==> config.mk <==
export PLATFORM = sky130hd
export DESIGN_NAME = uart_cmd_decoder
export DESIGN_NICKNAME = d
export VERILOG_FILES = /design/src/rtl/uart_cmd_decoder_pkg.sv /design/src/rtl/uart_cmd_decoder_watchdog.sv /design/src/rtl/uart_cmd_decoder.sv
export SDC_FILE = /design/constraint.sdc
export NUM_CORES = 1
export LEC_CHECK = 0
export CAP_MARGIN = 20
export CORE_UTILIZATION = 32
export DETAILED_ROUTE_END_ITERATION = 8
export GPL_TIMING_DRIVEN = 1
export RECOVER_POWER = 50
export SYNTH_ARGS = -nofsm -noshare
export SYNTH_HDL_FRONTEND = slang
export SYNTH_HIERARCHICAL = 1
export SYNTH_SLANG_ARGS = --single-unit
==> constraint.sdc <==
create_clock -name CLK -period 6.95 [get_ports CLK]
set_input_delay 1.0425 -clock CLK [delete_from_list [all_inputs] [get_ports CLK]]
set_output_delay 1.0425 -clock CLK [all_outputs]
set_load 0.01 [all_outputs]
==> src/rtl/uart_cmd_decoder_pkg.sv <==
// Shared constants for the UART command decoder: opcodes, rejection codes,
// FSM state encoding, default sync nibble and the word checksum helper.
package uart_cmd_pkg;

    localparam logic [3:0] SYNC_NIB_DEF = 4'hA;

    localparam logic [3:0] OP_SET_DUTY = 4'd1;
    localparam logic [3:0] OP_SET_DIR  = 4'd2;
    localparam logic [3:0] OP_ENABLE   = 4'd3;
    localparam logic [3:0] OP_STOP     = 4'd4;

    localparam logic [2:0] ERR_NONE   = 3'd0;
    localparam logic [2:0] ERR_PARITY = 3'd1;
    localparam logic [2:0] ERR_SYNC   = 3'd2;
    localparam logic [2:0] ERR_CSUM   = 3'd3;
    localparam logic [2:0] ERR_OPCODE = 3'd4;
    localparam logic [2:0] ERR_DIR    = 3'd5;

    typedef enum logic [1:0] {
        ST_IDLE  = 2'd0,
        ST_CHECK = 2'd1,
        ST_EXEC  = 2'd2,
        ST_CLEAR = 2'd3
    } state_t;

    // Checksum carried in bits [7:0]: XOR of the three upper bytes.
    function automatic logic [7:0] word_csum(input logic [31:0] w);
        return w[31:24] ^ w[23:16] ^ w[15:8];
    endfunction

endpackage

==> src/rtl/uart_cmd_decoder_watchdog.sv <==
// Command-stream watchdog: saturating idle counter, expiry compare against
// WDT_CYCLES-1 while the bridge is enabled, and a sticky trip flag.
module cmd_watchdog #(
    parameter int unsigned WDT_CYCLES = 50000000
) (
    input  logic clk,
    input  logic rst,
    input  logic kick,
    input  logic en,
    input  logic clr_trip,
    output logic expire_c,
    output logic wdt_trip
);

    localparam int unsigned CNT_W = (WDT_CYCLES > 2) ? $clog2(WDT_CYCLES) : 1;
    localparam logic [CNT_W-1:0] CNT_MAX = CNT_W'(WDT_CYCLES - 1);

    logic [CNT_W-1:0] cnt_q, cnt_d;
    logic             trip_q, trip_d;

    // A kick in the same cycle as expiry wins: counter clears, no trip.
    always_comb begin
        cnt_d    = cnt_q;
        trip_d   = trip_q;
        expire_c = 1'b0;
        if (kick) begin
            cnt_d = '0;
        end else if (cnt_q != CNT_MAX) begin
            cnt_d = cnt_q + CNT_W'(1);
        end
        expire_c = !kick && en && !trip_q && (cnt_q == CNT_MAX);
        if (expire_c) begin
            trip_d = 1'b1;
        end else if (clr_trip) begin
            trip_d = 1'b0;
        end
    end

    always_ff @(posedge clk or posedge rst) begin
        if (rst) begin
            cnt_q  <= '0;
            trip_q <= 1'b0;
        end else begin
            cnt_q  <= cnt_d;
            trip_q <= trip_d;
        end
    end

    assign wdt_trip = trip_q;

endmodule

==> src/rtl/uart_cmd_decoder.sv <==
// Decodes 32-bit UART words into motor control registers (duty, dir, enable)
// with framing/checksum checks and a watchdog. CMD_STATS_EN adds counters.
module uart_cmd_decoder
    import uart_cmd_pkg::*;
#(
    parameter int unsigned DUTY_W     = 10,
    parameter int unsigned MAX_DUTY   = 1000,
    parameter int unsigned WDT_CYCLES = 50000000,
    parameter logic [3:0]  SYNC_NIB   = SYNC_NIB_DEF
) (
    input  logic              CLK,
    input  logic              RST,
    input  logic [31:0]       Data_Rx,
    input  logic              Data_Ready,
    input  logic              Parity_ERR,
    output logic              CLR_Rx,
    output logic [DUTY_W-1:0] duty,
    output logic              dir,
    output logic              motor_en,
    output logic              cmd_ack,
    output logic              cmd_err,
    output logic [2:0]        err_code,
    output logic              wdt_trip,
    output logic [7:0]        valid_cnt,
    output logic [7:0]        err_cnt
);

    localparam logic [DUTY_W-1:0] MAX_DUTY_V = DUTY_W'(MAX_DUTY);

    state_t            state_q, state_d;
    logic              armed_q, armed_d;
    logic [31:0]       word_q, word_d;
    logic              par_q, par_d;
    logic [2:0]        chk_q, chk_d;
    logic [DUTY_W-1:0] duty_q, duty_d;
    logic              dir_q, dir_d;
    logic              en_q, en_d;
    logic              ack_q, ack_d;
    logic              err_q, err_d;
    logic [2:0]        err_code_q, err_code_d;
    logic              clr_q, clr_d;

    logic [3:0]        opcode_c;
    logic [DUTY_W-1:0] duty_req_c, duty_clamp_c;
    logic              kick_c, clr_trip_c, expire_c;

    assign opcode_c     = word_q[27:24];
    assign duty_req_c   = word_q[8 +: DUTY_W];
    assign duty_clamp_c = (duty_req_c > MAX_DUTY_V) ? MAX_DUTY_V : duty_req_c;
    assign kick_c       = (state_q == ST_EXEC) && (chk_q == ERR_NONE);
    assign clr_trip_c   = kick_c && (opcode_c == OP_ENABLE) && word_q[8];

    cmd_watchdog #(
        .WDT_CYCLES (WDT_CYCLES)
    ) u_wdt (
        .clk      (CLK),
        .rst      (RST),
        .kick     (kick_c),
        .en       (en_q),
        .clr_trip (clr_trip_c),
        .expire_c (expire_c),
        .wdt_trip (wdt_trip)
    );

    // Next-state and register updates; armed re-arms only once Data_Ready drops.
    always_comb begin
        state_d    = state_q;
        armed_d    = armed_q | ~Data_Ready;
        word_d     = word_q;
        par_d      = par_q;
        chk_d      = chk_q;
        duty_d     = duty_q;
        dir_d      = dir_q;
        en_d       = en_q;
        ack_d      = 1'b0;
        err_d      = 1'b0;
        err_code_d = err_code_q;
        clr_d      = 1'b0;

        case (state_q)
            ST_IDLE: begin
                if (Data_Ready && armed_q) begin
                    word_d  = Data_Rx;
                    par_d   = Parity_ERR;
                    armed_d = 1'b0;
                    state_d = ST_CHECK;
                end
            end
            ST_CHECK: begin
                if (par_q) begin
                    chk_d = ERR_PARITY;
                end else if (word_q[31:28] != SYNC_NIB) begin
                    chk_d = ERR_SYNC;
                end else if (word_q[7:0] != word_csum(word_q)) begin
                    chk_d = ERR_CSUM;
                end else if ((opcode_c == 4'd0) || (opcode_c > OP_STOP)) begin
                    chk_d = ERR_OPCODE;
                end else if ((opcode_c == OP_SET_DIR) && (word_q[8] != dir_q)
                             && (duty_q != '0)) begin
                    chk_d = ERR_DIR;
                end else begin
                    chk_d = ERR_NONE;
                end
                state_d = ST_EXEC;
            end
            ST_EXEC: begin
                if (chk_q == ERR_NONE) begin
                    ack_d = 1'b1;
                    case (opcode_c)
                        OP_SET_DUTY: duty_d = wdt_trip ? '0 : duty_clamp_c;
                        OP_SET_DIR:  dir_d  = word_q[8];
                        OP_ENABLE:   en_d   = word_q[8];
                        OP_STOP: begin
                            duty_d = '0;
                            en_d   = 1'b0;
                        end
                        default: ;
                    endcase
                end else begin
                    err_d      = 1'b1;
                    err_code_d = chk_q;
                end
                state_d = ST_CLEAR;
            end
            ST_CLEAR: begin
                clr_d   = 1'b1;
                state_d = ST_IDLE;
            end
            default: state_d = ST_IDLE;
        endcase

        if (expire_c) begin
            duty_d = '0;
            en_d   = 1'b0;
        end
    end

    always_ff @(posedge CLK or posedge RST) begin
        if (RST) begin
            state_q    <= ST_IDLE;
            armed_q    <= 1'b1;
            word_q     <= '0;
            par_q      <= 1'b0;
            chk_q      <= ERR_NONE;
            duty_q     <= '0;
            dir_q      <= 1'b0;
            en_q       <= 1'b0;
            ack_q      <= 1'b0;
            err_q      <= 1'b0;
            err_code_q <= ERR_NONE;
            clr_q      <= 1'b0;
        end else begin
            state_q    <= state_d;
            armed_q    <= armed_d;
            word_q     <= word_d;
            par_q      <= par_d;
            chk_q      <= chk_d;
            duty_q     <= duty_d;
            dir_q      <= dir_d;
            en_q       <= en_d;
            ack_q      <= ack_d;
            err_q      <= err_d;
            err_code_q <= err_code_d;
            clr_q      <= clr_d;
        end
    end

    assign CLR_Rx   = clr_q;
    assign duty     = duty_q;
    assign dir      = dir_q;
    assign motor_en = en_q;
    assign cmd_ack  = ack_q;
    assign cmd_err  = err_q;
    assign err_code = err_code_q;

`ifdef CMD_STATS_EN
    logic [7:0] valid_cnt_q, valid_cnt_d;
    logic [7:0] err_cnt_q, err_cnt_d;

    // Saturating counters, updated together with the ack/err pulses.
    always_comb begin
        valid_cnt_d = valid_cnt_q;
        err_cnt_d   = err_cnt_q;
        if (ack_d && (valid_cnt_q != 8'hFF)) begin
            valid_cnt_d = valid_cnt_q + 8'd1;
        end
        if (err_d && (err_cnt_q != 8'hFF)) begin
            err_cnt_d = err_cnt_q + 8'd1;
        end
    end

    always_ff @(posedge CLK or posedge RST) begin
        if (RST) begin
            valid_cnt_q <= '0;
            err_cnt_q   <= '0;
        end else begin
            valid_cnt_q <= valid_cnt_d;
            err_cnt_q   <= err_cnt_d;
        end
    end

    assign valid_cnt = valid_cnt_q;
    assign err_cnt   = err_cnt_q;
`else
    assign valid_cnt = '0;
    assign err_cnt   = '0;
`endif

endmodule

==> results by group, run 1 <==
Floorplan
  • Io pins: 71
  • Core area: 12600 µm²
  • Die width: 116 µm
  • Num rows: 41
  • DIE AREA: 13400 µm²
  • Starting Density: 0.329
  • Die H: 116 µm

Route
  • Wirelength per Cell: 13.7 µm
  • DRT Wirelength: 8.29 mm
  • DRC errors left: 0
  • Vias: 2810
  • Initial DRT Pass Iterations: 4
  • Final ANT Viol Nets: 0
  • DR iter-0 viols: 116
  • Avg Vias per Cell: 4.66

Clock network
  • Clock transition at path regs: 0.06 ns
  • H-tree levels: 3
  • CTS Sinks: 84
  • CTS buffer count: 9
  • Post-CTS setup buffer count: 0
  • Clk_lat worst skew: 0.34 ns
  • Root Buffer: clkbuf_16
  • Clock buffer depth: 2
  • Number of gates resized after cts: 0
  • CTS tree: yes
  • Hold buffer count at cts: 0

Place
  • Port Buffers: 54
  • Gpl congestion: 0.833
  • Post-Place Cells: 586
  • Post-DP HPWL: 5.90 mm

Final layout
  • Synthesis-to-finish area growth: 23.9%
  • Layout Nets: 468
  • Register Area: 2100 µm²
  • Area of the multi-input gates: 1880 µm²
  • Layout Cells excl Fill: 603
  • Layout cells sized above 1: 0.142
  • Diodes inserted: 0
  • FILL cells: 1238

STA
  • Fin crit share: 0.583
  • Period minus WS final: 4.05 ns
  • Slew Limit Headroom: -1.02
  • RSZ-0062 raised after global routing: no
  • Max frequency: 0.247 GHz
  • Worst slew pin tran: 3.04 ns
  • Count of final setup violators: 0
  • Clock skew: 0.00887 ns
  • Setup TNS: 0 ns
  • Final Hold Fails: 0
  • Max-slew violation count: 58

Hold path
  • Worst hold start: armed_q$_DFF_PP1_
  • Worst hold-check path type: reg -> reg

Power and ir drop
  • Pwr per Cell Area: 410 nW/µm²
  • Worst vdd ir: 0.000181 V
  • Total Power: 0.00211 W
  • Leakage power: 2.18 nW

Yosys
  • Syn_area_per_cell: 11.3 µm²
  • Cell Area, Synth: 4150 µm²
  • Synth Warn #: 6
  • Register bit total from synthesis: 84
  • Cells after Synth: 368
  • Asr flop ratio synth: 1.00
  • Post-synthesis sequential area ratio: 0.507
  • Number of synthesized flops with an enable pin: 0
  • Cell variety after synth: 45
  • Post-synth top flop: dfrtp_1

Global routing
  • Total congestion overflow: 0
  • First-pass GRT wire length: 14.1 mm
  • Gr usage total: 0.136
  • Initial antenna violation count: 0
  • Pin count of the biggest net entering global routing: 58
  • Vias in the first global route: 2789

Worst setup path
  • Worst setup path startpoint: RST
  • Worst path cell trace: dlygate4sd3_1, clkinv_1, clkbuf_1
  • Worst R2R Start: state_q[0]$_DFFE_PP0P_
  • Slowest cell on the critical path: clkbuf_1
  • Startpoint Class: primary input
  • Endpoint class of the critical path: asynchronous set/reset pin
  • CP arrival: 3.82 ns
  • Worst-path maximum fanout: 57
  • Critical path type: in -> async
  • Critical Path RT: 6.72 ns
  • Critical Path Max Stage Delay: 2.13 ns

Status
  • Failing checks: capacitance limit, slew limit
  • Status: complete, but fails checks

Flow run
  • Max-cap violations: 1
-- final cells by class --
cell class,count,area share
Timing Repair Buffer,58,0.109
Clock buffer,10,0.0445
Multi-Input combinational cell,261,0.365
Clock inverter,6,0.0219
Sequential cell,84,0.409
Tap cell,172,0.0419
Inverter,12,0.00876
-- path summary, 6_finish.rpt --
kind	end	slack [ns]	depth (start not counted)
max reg2reg	duty[2]$_DFFE_PP0P_	3.60	8
max	duty[9]$_DFFE_PP0P_	2.90	3
min in group asynchronous	u_wdt/cnt_q[13]$_DFFE_PP0P_	1.06	2
min	armed_q$_DFF_PP1_	0.48	2
min reg2reg	armed_q$_DFF_PP1_	0.48	2
max in group CLK	duty[2]$_DFFE_PP0P_	3.60	8
-- sequential cells by signal (all words and copies together), names as in the netlist --
name and count:
armed_q 1, par_q 1, duty 10, state_q 2
u_wdt/wdt_trip 1, word_q 32, err_code 3, cmd_ack 1
motor_en 1, CLR_Rx 1, u_wdt/cnt_q 26, chk_q 3
dir 1, cmd_err 1
-- layer usage --
metal  part of all wire  vias to the layer above  GRT usage
li1                   -                     1384          -
met2               0.49                       73      0.227
met4              0.013                        0     0.0504
met1               0.45                     1344      0.171
met3              0.046                        9     0.0329
met5                  0                        -          0
-- cells by family (layout without fill, tap and decap cells) --
family	after synthesis	after routing	synth area share
compound gates	41	41	0.0724
other cells	1	16	0.000904
fa+ha+maj	6	6	0.0181
flops	84	84	0.507
xor+xnor	45	45	0.0950
simple gates	117	117	0.158
buf+inv	38	86	0.0507
mux	36	36	0.0974
-- cells in the mapped netlist (2+ instances only) --
cell      count  area share
a21oi_1       8      0.0097
a22o_1       10       0.021
a31oi_1       6      0.0091
a32o_1        2      0.0048
and3_1        6      0.0091
buf_4        18       0.033
clkbuf_1      8      0.0072
dfrtp_1      83        0.50
ha_1          6       0.018
inv_1        12       0.011
mux2_2       35       0.095
nand2_1      17       0.015
nand3_1      15       0.018
nand3b_1      2      0.0036
nand4_1      11       0.017
nor2_1       33       0.030
nor3_1        8      0.0097
nor3b_1       2      0.0036
nor4_1        5      0.0075
nor4b_1       2      0.0042
nor4b_4       2       0.011
o21ai_0       5      0.0060
o21bai_1      2      0.0036
o31ai_1       2      0.0036
or3_1         4      0.0060
or4_4         2      0.0054
xnor2_1      27       0.057
xor2_1       18       0.038
-- placed cells by master, fill, tap and decap left out, drive strengths merged, types with 2 or more instances in the layout --
cell type / instances
nand3b: 2
dlygate4sd3: 2
or4: 3
conb: 16
nor2: 33
nand3: 15
xor2: 18
a31oi: 6
dfrtp: 83
nor4: 5
a32o: 2
nand2: 17
o21ai: 5
nor3b: 3
clkinv: 4
ha: 6
a22o: 10
clkbuf: 13
inv: 11
o21bai: 2
a21oi: 8
nand4: 11
mux2: 35
or3: 5
xnor2: 27
o31ai: 2
nor4b: 4
nor3: 8
and3: 6
clkdlybuf4s50: 52
bufinv: 3
-- report_power, final --
group	switching (W)	internal, W
clock	0.000194	0.000352
sequential	0.000186	0.000666
combinational	0.000300	0.000409
-- per-stage QoR --
stage	util	setup slack, ns	hold WS, ns	cell area, µm²
2_1_floorplan	-	4.46	0.454	4200
3_3_place_gp	0.382	4.36	0.468	4820
3_5_place_dp	0.382	4.26	0.471	4820
4_1_cts	0.409	4.25	0.483	5160
5_1_grt	0.407	2.22	0.514	5140
6_report	0.407	2.90	0.482	5140
-- critical path: cells and delay by family --
| family | cells | cell delay (ns) |
|---|---|---|
| buffers and inverters | 3 | 2.73 |
Power figures use the tool's default switching activity.
==> inputs of run 2 (changes only) <==
==> constraint.sdc (replaced) <==
create_clock -name CLK -period 4.15 [get_ports CLK]
set_input_delay 0.6225 -clock CLK [delete_from_list [all_inputs] [get_ports CLK]]
set_output_delay 0.6225 -clock CLK [all_outputs]
set_load 0.01 [all_outputs]
==> run 2 against run 1 <==
  * The flow now finishes without violations
  * Routed wire length is 2.0% higher
  * Die area did not move
  * Core utilization up 0.099 points
  * First-iteration DRC count up 18%
  * Power rose by 69%
  * Register-to-register slack lost 2.1 ns
  * Critical path depth stayed put
  * Cell count unchanged
  * Largest cell class unchanged
  * Largest power group unchanged
  * Highest routed layer unchanged
==> results by group, run 2 (synthesis results as in run 1) <==
Place
  • Post-DP HPWL: 6.00 mm
  • Port Buffers: 54
  • Gpl congestion: 0.810
  • Placed Area: 4820 µm²

Clock network
  • CTS tree: yes
  • Clock transition at path regs: 0.06 ns
  • H-tree levels: 3
  • CTS Sinks: 84
  • Post-CTS setup buffer count: 0
  • Root Buffer: clkbuf_16
  • Clk_lat worst skew: 0.34 ns
  • Clock buffer depth: 2
  • CTS buffer count: 9
  • Hold buffer count at cts: 0
  • Number of gates resized after cts: 0

Floorplan
  • Core area: 12600 µm²
  • Num rows: 41
  • Io pins: 71
  • Starting Density: 0.329
  • Die width: 116 µm
  • DIE AREA: 13400 µm²
  • Die H: 116 µm

STA
  • Final Hold Fails: 0
  • Count of final setup violators: 0
  • Max frequency: 0.339 GHz
  • Fin crit share: 0.710
  • Max-slew violation count: 0
  • Clock skew: 0.00592 ns
  • Period minus WS final: 2.95 ns
  • Worst slew pin tran: 1.36 ns
  • Setup TNS: 0 ns
  • RSZ-0062 raised after global routing: no
  • Slew Limit Headroom: 0.0948

Worst setup path
  • Critical path type: in -> async
  • Critical Path RT: 4.37 ns
  • Startpoint Class: primary input
  • Slowest cell on the critical path: clkbuf_1
  • Critical Path Max Stage Delay: 1.07 ns
  • Endpoint class of the critical path: asynchronous set/reset pin
  • Reg2Reg Depth: 8
  • Worst-path maximum fanout: 33
  • Worst R2R Start: u_wdt/cnt_q[0]$_DFFE_PP0P_
  • CP arrival: 3.17 ns
  • R2R setup slack: 1.47 ns
  • R2R Path End: duty[1]$_DFFE_PP0P_
  • Worst path cell trace: dlygate4sd3_1, inv_1, clkbuf_1

Final layout
  • Layout Nets: 468
  • Layout cells sized above 1: 0.146
  • Final Cell Area: 5150 µm²
  • Largest register FFs: 32
  • Biggest register: word_q
  • Commonest non-fill, non-tap cell in the layout: dfrtp_1
  • Diodes inserted: 0
  • Most frequent cells in the layout: dfrtp_1, clkdlybuf4s50_1, mux2_2
  • Synthesis-to-finish area growth: 24.2%

Power and ir drop
  • Reg power frac: 0.399
  • Gate power share: 0.337
  • Sw frac: 0.326
  • Total Power: 0.00357 W
  • Clock power share: 0.264
  • Leakage power: 2.19 nW
  • P_int: 0.00241 W
  • Worst vdd ir: 0.000304 V
  • Net switching power: 0.00116 W
  • Pwr per Cell Area: 692 nW/µm²

Route
  • DR iter-0 viols: 137
  • Wirelength per Cell: 14.0 µm
  • DRT Wirelength: 8.45 mm
  • Vias: 2897
  • Initial DRT Pass Iterations: 4
  • DRC errors left: 0
  • Avg Vias per Cell: 4.80
  • Final ANT Viol Nets: 0

Flow run
  • Max-cap violations: 0

Hold path
  • Worst hold-check path type: reg -> reg
  • Hold path depth: 2
  • Worst hold start: err_code[1]$_DFFE_PP0P_
  • Hold Crit Endpoint: err_code[1]$_DFFE_PP0P_

Global routing
  • Total congestion overflow: 0
  • Vias in the first global route: 2893
  • Pin count of the biggest net entering global routing: 34
  • Initial antenna violation count: 0
  • First-pass GRT wire length: 14.3 mm
  • Gr usage total: 0.139

Status
  • Status: completed
## run 2: layout make-up
cell class,count,area [µm²]
clock inverter,6,111
fill,1243,7470
tap,172,215
timing repair buffer,58,563
inverter,12,45.0
sequential,84,2100
multi-input combinational,261,1880
clock buffer,10,239
## run 2: metrics by stage
stage	hold WS, ns	setup WS [ns]	instances	util
2_1_floorplan	0.454	1.66	383	-
3_3_place_gp	0.466	1.56	586	0.382
3_5_place_dp	0.484	1.49	586	0.382
4_1_cts	0.496	1.45	602	0.409
5_1_grt	0.519	0.642	603	0.408
6_report	0.489	1.20	603	0.408
## run 2: power groups by stage
stage / logic, W / registers, W / clock network (W)
finish: 0.00120 / 0.00142 / 0.000941
detailed placement: 0.00123 / 0.00145 / 0
CTS: 0.00123 / 0.00144 / 0.000959
global placement: 0.00119 / 0.00144 / 0
global route: 0.00133 / 0.00147 / 0.000993
floorplan: 0.000901 / 0.00136 / 0
## run 2: routing by layer
layer | track usage | up-vias | share of wire
met1 | 0.171 | 1422 | 0.45
met4 | 0.0709 | 0 | 0.028
li1 | - | 1379 | -
met5 | 0 | - | 0
met2 | 0.227 | 78 | 0.48
met3 | 0.0319 | 18 | 0.040
## run 2: how the worst max path moves through the flow
stage / start / end
2_1_floorplan: u_wdt/cnt_q[0]$_DFFE_PP0P_ / duty[0]$_DFFE_PP0P_
3_3_place_gp: u_wdt/cnt_q[0]$_DFFE_PP0P_ / duty[1]$_DFFE_PP0P_
6_report: RST / duty[1]$_DFFE_PP0P_
4_1_cts: u_wdt/cnt_q[0]$_DFFE_PP0P_ / duty[1]$_DFFE_PP0P_
3_5_place_dp: u_wdt/cnt_q[0]$_DFFE_PP0P_ / duty[1]$_DFFE_PP0P_
5_1_grt: RST / duty[1]$_DFFE_PP0P_
## run 2: critical path, delay by kind of cell
family   cells  cell delay [ns]
buf+inv      3             2.53
